### src/rtl/loader_pkg.sv
// Shared types and defaults for the CPU program loader.
package loader_pkg;

    typedef enum logic [2:0] {
        IDLE,
        ARM,
        WAIT_HI,
        WAIT_LO,
        WAIT_DONE,
        FINISH,
        ERROR
    } state_t;

    typedef enum logic {
        ADDR,
        DATA
    } phase_t;

    localparam int DEFAULT_TIMEOUT = 1024;

endpackage

### src/rtl/sync2.sv
// Two-flop synchronizer for single-bit level signals from the CPU clock domain.
module sync2 (
    input  logic clk,
    input  logic rst,
    input  logic d,
    output logic q
);

    logic meta;

    always_ff @(posedge clk or posedge rst) begin
        if (rst) begin
            meta <= 1'b0;
            q    <= 1'b0;
        end else begin
            meta <= d;
            q    <= meta;
        end
    end

endmodule

### src/rtl/program_loader.sv
// Streams a buffered program image into the CPU programming port as
// address/data byte pairs, paced by the CPU ready strobe.
module program_loader
    import loader_pkg::*;
#(
    parameter int RAM_BYTES = 16,
    parameter int ADDR_W    = 4,
    parameter int TIMEOUT   = DEFAULT_TIMEOUT
) (
    input  logic              clk,
    input  logic              rst,
    input  logic              img_we,
    input  logic [ADDR_W-1:0] img_addr,
    input  logic [7:0]        img_data,
    input  logic [ADDR_W:0]   len,
    input  logic              start,
    input  logic              cpu_ready,
    input  logic              cpu_done_load,
    output logic [7:0]        cpu_ui_in,
    output logic              cpu_programming,
    output logic              busy,
    output logic              done,
    output logic              error
);

    localparam int CNT_W = $clog2(TIMEOUT);
    localparam int LEN_W = ADDR_W + 1;
    localparam logic [LEN_W-1:0] LEN_MAX = LEN_W'(RAM_BYTES);

    logic [7:0]        image [RAM_BYTES];
    state_t            state;
    phase_t            phase;
    logic [ADDR_W-1:0] k;
    logic [ADDR_W-1:0] last_k;
    logic [CNT_W-1:0]  tmo_cnt;
    logic [LEN_W-1:0]  len_eff;
    logic              tmo_hit;
    logic              rdy_s;
    logic              dn_s;

    function automatic logic [7:0] addr_byte(input logic [ADDR_W-1:0] a);
        return 8'(a);
    endfunction

    sync2 u_sync_rdy (.clk(clk), .rst(rst), .d(cpu_ready),     .q(rdy_s));
    sync2 u_sync_dn  (.clk(clk), .rst(rst), .d(cpu_done_load), .q(dn_s));

    assign len_eff = (len > LEN_MAX) ? LEN_MAX : len;
    assign tmo_hit = (tmo_cnt == CNT_W'(TIMEOUT - 1));

    // Image survives reset so a board controller can re-run the same load.
    always_ff @(posedge clk) begin
        if (img_we && state == IDLE)
            image[img_addr] <= img_data;
    end

    always_ff @(posedge clk or posedge rst) begin
        if (rst) begin
            state           <= IDLE;
            phase           <= ADDR;
            k               <= '0;
            last_k          <= '0;
            tmo_cnt         <= '0;
            cpu_ui_in       <= '0;
            cpu_programming <= 1'b0;
            busy            <= 1'b0;
            done            <= 1'b0;
            error           <= 1'b0;
        end else begin
            tmo_cnt <= '0;
            done    <= 1'b0;
            case (state)
                IDLE: begin
                    cpu_ui_in       <= '0;
                    cpu_programming <= 1'b0;
                    busy            <= 1'b0;
                    if (start) begin
                        error  <= 1'b0;
                        busy   <= 1'b1;
                        k      <= '0;
                        phase  <= ADDR;
                        last_k <= ADDR_W'(len_eff - 1'b1);
                        if (len_eff == '0) begin
                            state <= FINISH;
                            done  <= 1'b1;
                        end else begin
                            // Outputs are registered, so drive them on entry to ARM.
                            state           <= ARM;
                            cpu_programming <= 1'b1;
                            cpu_ui_in       <= addr_byte('0);
                        end
                    end
                end
                ARM: state <= WAIT_HI;
                WAIT_HI: begin
                    if (tmo_hit) begin
                        state           <= ERROR;
                        error           <= 1'b1;
                        cpu_programming <= 1'b0;
                        cpu_ui_in       <= '0;
                    end else if (rdy_s) begin
                        state <= WAIT_LO;
                    end else begin
                        tmo_cnt <= tmo_cnt + 1'b1;
                    end
                end
                WAIT_LO: begin
                    if (tmo_hit) begin
                        state           <= ERROR;
                        error           <= 1'b1;
                        cpu_programming <= 1'b0;
                        cpu_ui_in       <= '0;
                    end else if (!rdy_s) begin
                        if (phase == ADDR) begin
                            phase     <= DATA;
                            cpu_ui_in <= image[k];
                            state     <= WAIT_HI;
                        end else if (k != last_k) begin
                            k         <= k + 1'b1;
                            phase     <= ADDR;
                            cpu_ui_in <= addr_byte(k + 1'b1);
                            state     <= WAIT_HI;
                        end else begin
                            cpu_ui_in <= '0;
                            state     <= WAIT_DONE;
                        end
                    end else begin
                        tmo_cnt <= tmo_cnt + 1'b1;
                    end
                end
                WAIT_DONE: begin
                    if (tmo_hit) begin
                        state           <= ERROR;
                        error           <= 1'b1;
                        cpu_programming <= 1'b0;
                        cpu_ui_in       <= '0;
                    end else if (dn_s) begin
                        state           <= FINISH;
                        done            <= 1'b1;
                        cpu_programming <= 1'b0;
                    end else begin
                        tmo_cnt <= tmo_cnt + 1'b1;
                    end
                end
                FINISH: begin
                    state <= IDLE;
                    busy  <= 1'b0;
                end
                ERROR: begin
                    state <= IDLE;
                    busy  <= 1'b0;
                end
                default: state <= IDLE;
            endcase
        end
    end

endmodule

### config.mk
export PLATFORM = sky130hd
export DESIGN_NAME = program_loader
export DESIGN_NICKNAME = d
export VERILOG_FILES = /design/src/rtl/loader_pkg.sv /design/src/rtl/sync2.sv /design/src/rtl/program_loader.sv
export SDC_FILE = /design/constraint.sdc
export NUM_CORES = 1
export LEC_CHECK = 0
export ABC_AREA = 1
export CORE_UTILIZATION = 45
export CTS_CLUSTER_DIAMETER = 80
export CTS_CLUSTER_SIZE = 25
export DETAILED_ROUTE_END_ITERATION = 8
export GPL_TIMING_DRIVEN = 0
export PLACE_DENSITY_LB_ADDON = 0.1
export SLEW_MARGIN = 25
export SYNTH_ARGS = -nofsm -noshare
export SYNTH_HDL_FRONTEND = slang
export SYNTH_SLANG_ARGS = --single-unit
### constraint.sdc
create_clock -name clk -period 3.4 [get_ports clk]
set_input_delay 0.68 -clock clk [delete_from_list [all_inputs] [get_ports clk]]
set_output_delay 0.68 -clock clk [all_outputs]
set_load 0.005 [all_outputs]
Word-level counts from Yosys, hierarchy flattened:

Memories as Yosys holds them, arrays and structs flattened.
Cells that the tools add are included.

* memories: 1
* bits of input ports: 23
* word-level logic and storage cells: 111
* register bits after elaboration: 38
* output and inout bits: 12
* bits in writable memories: 128

* $add $sub $neg: 3
* reduce and logical (&&, ||, !) cells: 19
* equal/unequal tests: 19
* order comparisons: 1
* mux-type cells: 54

Memory list
* image: depth 16, bits a word 8, read ports 1, clocked after memory_dff 0, write ports 1, line program_loader.sv:30 `logic [7:0] image [RAM_BYTES];`

Operators by type and width (count)
* two-way mux 10 bit: 6
* two-way mux 8 bit: 4
* two-way mux 3 bit: 10
* one-hot mux 10 bit (3 select lines): 1
* two-way mux 4 bit: 6
* one-hot mux 8 bit (3 select lines): 1
* two-way mux 1 bit: 18
* one-hot mux 3 bit (5 select lines): 1
* adder 10 x 1 -> 10 bit, second input constant: 1
* equality test 10 bit, second input constant: 1
* != test 2 bit, second input constant: 5
* equality test 3 bit, second input constant: 3
* AND reduction 3 bit: 3
* one-hot mux 1 bit (2 select lines): 4
* one-hot mux 4 bit (2 select lines): 1
* AND reduction 4 bit: 2
* equality test 3 x 2 -> 1 bit, second input constant: 2
* != test 2 x 1 -> 1 bit, second input constant: 3
* != test 3 x 2 -> 1 bit, second input constant: 2
* AND reduction 6 bit: 1
* nonzero test 2 bit: 3
* nonzero test 3 bit: 2
* OR reduction 2 bit: 3
* > comparator 5 bit, second input constant: 1
* 12 further kinds: 12

Logic depth before layout (Yosys ltp):

Gate-level depths: netlist of the first run.

* depth in word-level cells: 6
* depth in mapped cells: 13
* depth with buffers taken out: 11

Cells and area by module:

Synthesis of the first run repeated with hierarchy kept, for this count alone.

* cells, all modules: 728
* area total of the unflattened synthesis: 7362.1 µm²

Modules (own cells, without submodules)
* program_loader: cells each 722, sequential area each 4694.5 µm², area each 7254.5 µm², instances 1
* sync2: cells each 3, sequential area each 50.0 µm², area each 53.8 µm², instances 2

Least setup slack after synthesis of the first run:

No wires, ideal clock.

* path kind: input to register
* start point: input len[0]
* end point: register state[2]
* buffers on the path: 0
* library setup time: 0.116 ns
* required time: 3.284 ns
* stages on the path: 10
* arrival time: 1.881 ns
* path slack: 1.403 ns
* cell sequence: or3_1 -> nor2_1 -> o21ai_0 -> ha_1 -> nand3_1 -> a21oi_1 -> inv_1 -> o211ai_1 -> nand2_1 -> nand2_1

* longest elaborated chain between the ends: 6

RTL lines
* from (decl): line program_loader.sv:15 `input logic [ADDR_W:0] len,`
* > comparator 5 bit: line program_loader.sv:48 `assign len_eff = (len > LEN_MAX) ? LEN_MAX : len;`
* two-way mux 5 bit (*): line program_loader.sv:48
* zero test 5 bit (*): line program_loader.sv:83 `if (len_eff == '0) begin`
* two-way mux 3 bit (*): line program_loader.sv:83
* two-way mux 3 bit (*): line program_loader.sv:77 `if (start) begin`
* one-hot mux 3 bit (5 select lines) (*): line program_loader.sv:72 `case (state)`
* to (signal assigned): line program_loader.sv:84 `state <= FINISH;`
* to (signal assigned): line program_loader.sv:88 `state <= ARM;`
* to (signal assigned): line program_loader.sv:94 `ARM: state <= WAIT_HI;`
* to (decl): line program_loader.sv:31 `state_t state;`

Every way passes the cells marked *; elsewhere a longest branch is shown, timed or not. The select of a mux whose other input is x is not followed.
A chain may end at the register's enable or synchronous reset.

Worst setup path after layout of the first run:

* start point: register state[1]
* end point: memory image[5][2] (enable)

* longest elaborated chain between the ends: 4

RTL lines
* from (signal assigned): line program_loader.sv:59 `state <= IDLE;`
* from (signal assigned): line program_loader.sv:84
* from (signal assigned): line program_loader.sv:88
* zero test 3 bit: line program_loader.sv:53 `if (img_we && state == IDLE)`
* logical AND 1 bit: line program_loader.sv:53
* two-way mux 1 bit: line program_loader.sv:53
* two-way mux 1 bit (implied by the code): line program_loader.sv:54 `image[img_addr] <= img_data;`
* to (decl): line program_loader.sv:30

No other way between the ends.

==> flow_metrics.env, run 1 <==
export IMPL_path_cells="nor2_2, inv_2, nor2_4, inv_1, nor2_1, nand2_1, nor2_1"
export IMPL_worstSetupPathDepth=7
export IMPL_yosysWarnings=0
export IMPL_tritoncts="done"
export IMPL_synth_async_reset_ratio_pct=22.9
export IMPL_fin_crit_sh_pct=80.7
export IMPL_crit_path_start_kind="flip-flop"
export IMPL_synth_top_cell_area_share_pct=52.0
export IMPL_totalPowerFinal_w=0.00532
export IMPL_synth_cell_type_count=39
export IMPL_synthAdderAreaFrac_pct=0.678
export IMPL_placement_io_buffers=34
export IMPL_timing_critical_path_max_delay_family="simple AND/OR/NAND/NOR gates"
export IMPL_timing_setup_tns_ns=0
export IMPL_syn_to_final_growth_pct=15.8
export IMPL_worstMarginPinSlew_ns=0.904
export IMPL_synth_top_family_by_area="simple AND/OR/NAND/NOR gates"
export IMPL_setup_ws_post_layout_ns=0.657
export IMPL_antenna_found_initial=0
export IMPL_yosys_register_bits=166
export IMPL_fp_row_count=46
export IMPL_most_common_cell_in_the_synthesized_netlist="nand2_1"
export IMPL_synth_edff_count=128
export IMPL_max_stage_delay_ns=0.74
export IMPL_first_global_vias=4957
export IMPL_cts_htree_levels=4
export IMPL_syn_instance_count=722
export IMPL_unrepaired_setup_endpoints_after_global_routing="no"
export IMPL_number_of_routed_nets_with_antenna_violations=0
export IMPL_timing_worst_setup_path_type="reg -> reg"
export IMPL_synth_area_leader_cell="edfxtp_1"
export IMPL_via_per_inst=5.02
export IMPL_max_cap_violations=0
export IMPL_diodes=0
export IMPL_grt_total_usage_pct=21.5
export IMPL_cts_sink_count=166
export IMPL_grt_start_max_net_pins=25
export IMPL_floorplan_initialDensity_pct=46.3
export IMPL_finClkSkew_ns=0.00400
export IMPL_yosys_top_cells_count="nand2_1 (163), edfxtp_1 (128), nor2_1 (102)"
export IMPL_floorplan_die_width_um=130
export IMPL_fp_dieArea_um2=16900
export IMPL_clkTransAtPathRegs_ns=0.06
export IMPL_finalHoldViolations=0
export IMPL_grt_ovfl_total=0
export IMPL_post_place_ws_ns=0.474
export IMPL_r2r_cells=7
export IMPL_worstPathBufferInverterCount=2
export IMPL_maxSlewHeadroom_pct=39.5
export IMPL_synth_compound_area_share_pct=4.18
export IMPL_timing_critical_path_to_type="flip-flop"
export IMPL_avgSynthCellArea_um2=10.2
export IMPL_cts_hold_buf=0
export IMPL_design_final_nets=803
export IMPL_synth_simple_area_share_pct=22.9
export IMPL_layout_drive_gt1_share_pct=10.8
export IMPL_total_leakage_power_nw=3.48
export IMPL_worst_ep_required_time_ns=3.45
export IMPL_dr_pass1_iters=6
export IMPL_final_worst_hold_slack_ns=0.352
export IMPL_synthesis_nets=749
export IMPL_final_max_slew_violation_count=0
export IMPL_drt_wirelength_per_cell_um=16.5
export IMPL_synth_seq_area_share_pct=64.9
export IMPL_final_min_clock_period_ns=2.74
export IMPL_multiplexer_share_of_the_synthesized_area_pct=0
export IMPL_floorplan_die_height_um=130
export IMPL_min_delay_path_class="reg -> reg"
export IMPL_synth_xor_area_share_pct=1.42
export IMPL_data_arrival_time_of_the_critical_path_ns=2.79
export IMPL_critPathMostFrequentCell="nor2_1"
export IMPL_ctsRootBufferMaster="clkbuf_16"
export IMPL_synth_top_cells_by_area="edfxtp_1 (52%), dfrtp_1 (13%), nand2_1 (8.3%)"
export IMPL_yosys_most_used_dff="edfxtp_1"
export IMPL_grt_first_pass_wirelength_mm=26.6
export IMPL_run_status="completed"
export IMPL_drt_total_wl_mm=16.6
export IMPL_vdd_ir_drop_worst_mv=0.395
export IMPL_dp_hpwl_mm=11.9
export IMPL_critPathMaxFanout=8
export IMPL_achievable_frequency_mhz=365
export IMPL_vias=5045
export IMPL_cts_buffers_inserted=17
export IMPL_clk_latency_ns=0.42
export IMPL_worst_case_clock_buffer_depth=2
export IMPL_core_area_um2=15900
export IMPL_globalplace_congestion=0.882
export IMPL_final_setup_violating_endpoints=0
export IMPL_timing_hold_worst_path_depth=0
export IMPL_cts_resized=0
export IMPL_slowest_stage="nor2_1"
export IMPL_floorplan_io_pins=35
export IMPL_drt_first_iter_violations=379
export IMPL_post_cts_setup_buffers=0
export IMPL_cellPowerDensity_nw_per_um2=621
export IMPL_remaining_drc_errors=0
export IMPL_synth_cell_area_um2=7390
through the flow:
step | area, um2 | util, % | instances
final | 8560 | 53.7 | 1004
after global placement | 8000 | 50.2 | 972
after floorplan | 7390 | - | 722
after CTS | 8560 | 53.7 | 1004
after detailed placement | 8020 | 50.3 | 973
after global routing | 8560 | 53.7 | 1004
kinds of logic after synthesis:
logic type                 Yosys count
xor gates and xnor gates            12
buffers and inverters              103
DFF                                166
and+or+nand+nor                    381
adders and majority gates            4
AOI/OAI and AO/OA                   56
per-layer routing:
layer	GRT usage [%]	up-vias	part of all wire, %
li1	-	2492	-
met1	28.0	2403	46
met2	35.6	128	47
met3	4.84	22	4.4
met4	7.39	0	1.9
met5	0	-	0
power breakdown:
| part | switching [W] | internal, W | leakage, nW |
|---|---|---|---|
| Clock | 0.000762 | 0.000996 | 0.252 |
| Sequential | 0.0000950 | 0.00232 | 1.65 |
| Combinational | 0.000731 | 0.000412 | 1.58 |
| Total | 0.00159 | 0.00373 | 3.48 |
layout make-up:
cell class,instances,area [um2]
inverter,77,289
clock inverter,13,109
multi-input combinational,453,2150
clock buffer,18,429
buffer,26,149
timing repair buffer,35,360
sequential,166,4790
fill,1410,7390
tap,216,270
flip-flops by register name (all words and copies together), names as in the netlist:
register,cells
busy,1
cpu_programming,1
cpu_ui_in,8
done,1
error,1
image,128
k,4
last_k,4
phase,1
state,3
tmo_cnt,10
u_sync_dn.meta,1
u_sync_dn.q,1
u_sync_rdy.meta,1
u_sync_rdy.q,1
path summary, 6_finish.rpt:
check	startpoint	slack, ns	to
max	state[1]	0.66	image[5][2]
min	u_sync_dn.meta	0.35	u_sync_dn.q
max reg2reg	state[1]	0.66	image[5][2]
min reg2reg	u_sync_dn.meta	0.35	u_sync_dn.q
max in group asynchronous	rst	2.43	last_k[1]
min in group asynchronous	rst	0.53	tmo_cnt[2]
placed cells by master, fill, tap and decap left out, drive strengths merged, types with 2 or more instances in the layout:
master	n
o21ai	43
xor2	10
nand3	91
clkbuf	22
xnor2	2
inv	78
buf	23
edfxtp	128
nand2	170
dfrtp	38
nand4	2
nor3b	2
clkdlybuf4s50	34
a21oi	7
clkinvlp	5
clkinv	6
nor2	112
ha	4
Note: power is estimated with default switching activity, not from simulation.
==> run 2, diff against run 1 <==
- clock period: 3.4 -> 2.5 ns (I/O delays scaled with it)
==> run 2 against run 1 <==
Compared with the run above: fmax grew 13%; wire length grew 1.3%; worst setup slack lost 0.59 ns; via count grew 1.2%; worst hold slack lost 0.0034 ns; die area is the same; combinational power grew 39%; register-to-register slack lost 0.59 ns; critical endpoint is now image[5][3].
==> flow_metrics.env, run 2 (synthesis gave the netlist of run 1 again) <==
export IMPL_run_status="completed"
export IMPL_max_cap_violations=0
export IMPL_total_leakage_power_nw=3.48
export IMPL_grt_first_pass_wirelength_mm=26.6
export IMPL_vias=5105
export IMPL_antenna_found_initial=0
export IMPL_min_delay_path_class="in -> async"
export IMPL_reg_top3="image x128, tmo_cnt x10, cpu_ui_in x8"
export IMPL_ctsRootBufferMaster="clkbuf_16"
export IMPL_data_arrival_time_of_the_critical_path_ns=2.52
export IMPL_core_area_um2=15900
export IMPL_final_setup_violating_endpoints=0
export IMPL_fp_row_count=46
export IMPL_design_final_nets=803
export IMPL_fin_crit_sh_pct=97.3
export IMPL_worstMarginPinSlew_ns=0.754
export IMPL_post_cts_setup_buffers=0
export IMPL_worst_case_clock_buffer_depth=2
export IMPL_vdd_ir_drop_worst_mv=0.537
export IMPL_placement_io_buffers=34
export IMPL_globalplace_congestion=0.882
export IMPL_finalHoldViolations=0
export IMPL_timing_critical_path_to_type="flip-flop"
export IMPL_final_cell_area_um2=8690
export IMPL_clk_latency_ns=0.42
export IMPL_grt_total_usage_pct=21.5
export IMPL_remaining_drc_errors=0
export IMPL_maxSlewHeadroom_pct=49.6
export IMPL_achievable_frequency_mhz=411
export IMPL_crit_path_start_kind="flip-flop"
export IMPL_tritoncts="done"
export IMPL_dr_pass1_iters=5
export IMPL_drt_total_wl_mm=16.8
export IMPL_finish_utilization_pct=54.5
export IMPL_syn_to_final_growth_pct=17.6
export IMPL_floorplan_initialDensity_pct=46.3
export IMPL_floorplan_io_pins=35
export IMPL_worst_ep_required_time_ns=2.59
export IMPL_cts_buffers_inserted=17
export IMPL_clkTransAtPathRegs_ns=0.06
export IMPL_dp_hpwl_mm=11.9
export IMPL_finClkSkew_ns=0.00401
export IMPL_fp_dieArea_um2=16900
export IMPL_drt_first_iter_violations=400
export IMPL_commonest_non_fill_non_tap_cells_in_the_layout="nand2_1 (163), edfxtp_1 (128), nand3_1 (86)"
export IMPL_first_global_vias=4941
export IMPL_critPathMaxFanout=8
export IMPL_grt_ovfl_total=0
export IMPL_combinationalPowerShare_pct=21.8
export IMPL_cellPowerDensity_nw_per_um2=836
export IMPL_via_per_inst=5.08
export IMPL_power_switching_fraction_pct=30.1
export IMPL_clockPowerShare_pct=33.0
export IMPL_power_share_sequential_pct=45.2
export IMPL_cts_sink_count=166
export IMPL_power_switching_w=0.00219
export IMPL_cts_htree_levels=4
export IMPL_number_of_routed_nets_with_antenna_violations=0
export IMPL_final_min_clock_period_ns=2.43
export IMPL_regMostFlops="image"
export IMPL_floorplan_die_width_um=130
export IMPL_layout_commonest_cell="nand2_1"
export IMPL_timing_worst_setup_path_type="reg -> reg"
export IMPL_largest_register_ffs=128
export IMPL_layout_drive_gt1_share_pct=13.2
export IMPL_final_max_slew_violation_count=0
export IMPL_grt_start_max_net_pins=25
export IMPL_diodes=0
export IMPL_floorplan_die_height_um=130
export IMPL_drt_wirelength_per_cell_um=16.8
export IMPL_cellInternalPower_w=0.00508
export IMPL_postPlaceCellArea_um2=8020
## run 2: cell counts in the layout (fill, tap and decap cells not counted)
No cell type changed its count.
## run 2: cell type report
type | count | area [um2]
buffer | 26 | 149
inverter | 77 | 289
sequential | 166 | 4790
tap | 216 | 270
multi-input combinational | 453 | 2290
timing repair buffer | 35 | 360
clock inverter | 13 | 109
clock buffer | 18 | 429
fill | 1403 | 7250
## run 2: timing repair
action / 4_1_cts / 5_1_grt
endpoints found under the hold margin: 0 / 0
setup endpoints to repair: 128 / 128
gates resized for setup: 12 / 23
hold buffers: 0 / 0
## run 2: worst max-delay path, cell delays in order (launching register included)
cell and delay (ns):
dfrtp_1 0.46, nor2_2 0.17, inv_2 0.10, nor2_4 0.18, inv_1 0.09, nor2_2 0.34
nand2_1 0.37, nor2_4 0.38
## run 2: power by group through the flow
| stage | sequential (W) | clock [W] | combinational (W) |
|---|---|---|---|
| floorplan | 0.00332 | 0 | 0.00105 |
| global placement | 0.00334 | 0 | 0.00152 |
| detailed placement | 0.00334 | 0 | 0.00156 |
| CTS | 0.00329 | 0.00243 | 0.00157 |
| global route | 0.00331 | 0.00254 | 0.00178 |
| finish | 0.00329 | 0.00239 | 0.00159 |
## run 2: through the flow
step	std cells	setup slack (ns)	setup TNS, ns	hold WS, ns	total power [W]
floorplan	722	0.548	0	0.331	0.00437
global placement	972	-0.205	-16.77	0.346	0.00486
detailed placement	973	-0.246	-19.67	0.340	0.00490
CTS	1004	-0.219	-5.82	0.351	0.00728
global route	1004	-0.0267	-0.263	0.367	0.00763
finish	1004	0.0671	0	0.348	0.00727
## run 2: final timing paths
check | start | endpoint | slack (ns) | cells past startpoint
hold / removal | rst | tmo_cnt[2] | 0.35 | 2
hold reg to reg | u_sync_dn.meta | u_sync_dn.q | 0.35 | 0
max in group asynchronous | rst | last_k[1] | 1.71 | 3
min in group clk | u_sync_dn.meta | u_sync_dn.q | 0.35 | 0
setup / recovery | state[1] | image[5][3] | 0.07 | 7
setup reg to reg | state[1] | image[5][3] | 0.07 | 7
## run 2: layer usage
layer,global-route usage [%],part of all wire (%)
met1,27.9,46
met2,35.9,48
met3,4.84,4.7
met4,6.98,1.6
met5,0,0
==> run 3, diff against run 2 <==
- HOLD_SLACK_MARGIN: not set -> 0.02
- REMOVE_ABC_BUFFERS: not set -> 1
==> run 3 against run 2 <==
Compared with the run above: utilization shrank 0.76 points; largest cell class unchanged; die area unchanged; critical endpoint is now image[7][3]; first-iteration DRC count decreased by 13%.
==> flow_metrics.env, run 3 (synthesis gave the netlist of run 1 again) <==
export IMPL_run_status="completed"
export IMPL_via_per_inst=5.00
export IMPL_grt_first_pass_wirelength_mm=25.0
export IMPL_core_area_um2=15900
export IMPL_postPlaceCellArea_um2=7930
export IMPL_floorplan_initialDensity_pct=46.3
export IMPL_maxSlewHeadroom_pct=51.7
export IMPL_min_delay_path_class="reg -> reg"
export IMPL_commonest_non_fill_non_tap_cells_in_the_layout="nand2_1 (163), edfxtp_1 (128), nand3_1 (88), nor2_1 (88), inv_1 (65)"
export IMPL_first_global_vias=4744
export IMPL_drt_first_iter_violations=348
export IMPL_largest_register_ffs=128
export IMPL_cts_htree_levels=4
export IMPL_use_met3_pct=4.59
export IMPL_syn_to_final_growth_pct=16.0
export IMPL_floorplan_io_pins=35
export IMPL_final_worst_hold_slack_ns=0.350
export IMPL_cellInternalPower_w=0.00527
export IMPL_layout_drive_gt1_share_pct=10.8
export IMPL_cellPowerDensity_nw_per_um2=871
export IMPL_setup_ws_post_layout_ns=0.0666
export IMPL_timing_rr_start="state[1]"
export IMPL_clockPowerShare_pct=35.4
export IMPL_final_max_slew_violation_count=0
export IMPL_total_leakage_power_nw=3.43
export IMPL_grt_start_max_net_pins=67
export IMPL_reg_top3="image x128, tmo_cnt x10, cpu_ui_in x8"
export IMPL_timing_critical_path_to_type="flip-flop"
export IMPL_data_arrival_time_of_the_critical_path_ns=2.49
export IMPL_placement_io_buffers=34
export IMPL_crit_path_start_kind="flip-flop"
export IMPL_drt_total_wl_mm=15.9
export IMPL_grt_met1_usage_pct=25.3
export IMPL_clk_latency_ns=0.42
export IMPL_unrepaired_setup_endpoints_after_global_routing="yes"
export IMPL_globalRoute_busiestLayer="met2"
export IMPL_finish_utilization_pct=53.7
export IMPL_reg2reg_end="image[7][3]"
export IMPL_finalHoldViolations=0
export IMPL_grt_total_usage_pct=20.5
export IMPL_post_layout_nonfiller_instances=981
export IMPL_design_final_nets=779
export IMPL_fp_dieArea_um2=16900
export IMPL_grt_ovfl_total=0
export IMPL_combinationalPowerShare_pct=20.2
export IMPL_power_switching_w=0.00219
export IMPL_power_share_sequential_pct=44.4
export IMPL_vdd_ir_drop_worst_mv=0.675
export IMPL_final_setup_violating_endpoints=0
export IMPL_layout_commonest_cell="nand2_1"
export IMPL_critPathMaxFanout=8
export IMPL_hp_start="u_sync_rdy.meta"
export IMPL_regMostFlops="image"
export IMPL_vias=4904
export IMPL_cts_hold_buf=0
export IMPL_worst_case_clock_buffer_depth=2
export IMPL_worstMarginPinSlew_ns=0.722
export IMPL_number_of_cells_after_detailed_placement=949
export IMPL_power_switching_fraction_pct=29.3
export IMPL_cts_buffers_inserted=17
export IMPL_tritoncts="done"
export IMPL_setup_reg_to_reg_worst_slack_ns=0.07
export IMPL_finClkSkew_ns=0.00945
export IMPL_fp_row_count=46
export IMPL_cts_sink_count=166
export IMPL_dp_hpwl_mm=10.0
export IMPL_final_cell_area_um2=8570
export IMPL_final_min_clock_period_ns=2.43
export IMPL_achievable_frequency_mhz=411
export IMPL_timing_worst_setup_path_type="reg -> reg"
export IMPL_drt_wirelength_per_cell_um=16.2
export IMPL_fin_crit_sh_pct=97.3
export IMPL_met2_usage_pct=34.3
export IMPL_timing_hold_worst_path_depth=0
export IMPL_diodes=0
export IMPL_clkTransAtPathRegs_ns=0.06
export IMPL_remaining_drc_errors=0
export IMPL_antenna_found_initial=0
export IMPL_worst_ep_required_time_ns=2.56
export IMPL_floorplan_die_width_um=130
export IMPL_ctsRootBufferMaster="clkbuf_16"
export IMPL_globalplace_congestion=0.831
export IMPL_max_cap_violations=0
export IMPL_count_of_fill_cells_added_during_filler_insertion=1422
export IMPL_dr_pass1_iters=5
export IMPL_min_delay_worst_endpoint="u_sync_rdy.q"
export IMPL_floorplan_die_height_um=130
export IMPL_number_of_routed_nets_with_antenna_violations=0
export IMPL_r2r_cells=7
export IMPL_post_place_ws_ns=0.00754
-- run 3: worst max path at each step --
| stage | start | to | cells after the start |
|---|---|---|---|
| final | state[1] | image[7][3] | 7 |
| after global routing | state[1] | image[3][6] | 7 |
| after global placement | k[0] | cpu_ui_in[4] | 9 |
| after floorplan | k[0] | cpu_ui_in[4] | 9 |
| after CTS | state[1] | image[14][1] | 7 |
| after detailed placement | img_we | image[14][1] | 5 |
-- run 3: layer usage --
layer | share of wire (%) | wire length [um] | vias up
met5 | 0 | 0 | -
met4 | 3.1 | 496 | 0
met3 | 5.0 | 798 | 30
met2 | 48 | 7670 | 126
met1 | 44 | 6950 | 2299
li1 | - | - | 2449
-- run 3: power groups by stage --
stage / Sequential, W / Combinational [W] / Clock, W
finish: 0.00331 / 0.00151 / 0.00264
global route: 0.00333 / 0.00170 / 0.00279
CTS: 0.00332 / 0.00152 / 0.00269
detailed placement: 0.00337 / 0.00151 / 0
global placement: 0.00339 / 0.00144 / 0
floorplan: 0.00335 / 0.000975 / 0
-- run 3: cell type report --
class	count	area (um2)	area share, %
sequential	166	4800	56.0
clock inverter	15	171	2.00
timing repair buffer	37	415	4.85
tap	216	270	3.15
multi-input combinational	453	2190	25.6
clock buffer	17	425	4.97
inverter	77	294	3.43
-- run 3: timing repair --
| item | in CTS | in global routing |
|---|---|---|
| setup endpoints to repair | 0 | 136 |
| setup buffers | 0 | 0 |
| resized for setup | 0 | 16 |
-- run 3: stage by stage --
step	total power [W]	TNS, ns
finish	0.00746	0
global route	0.00782	-1.90
CTS	0.00752	0
detailed placement	0.00488	0
global placement	0.00483	-19.07
floorplan	0.00433	-1.60
-- run 3: worst max-delay path, cell delays in order, from the launching register on --
cell	delay (ns)
dfrtp_1	0.46
nor2_2	0.16
inv_2	0.10
nor2_4	0.16
inv_1	0.13
nor2_1	0.22
nand3_1	0.23
nor2_1	0.61
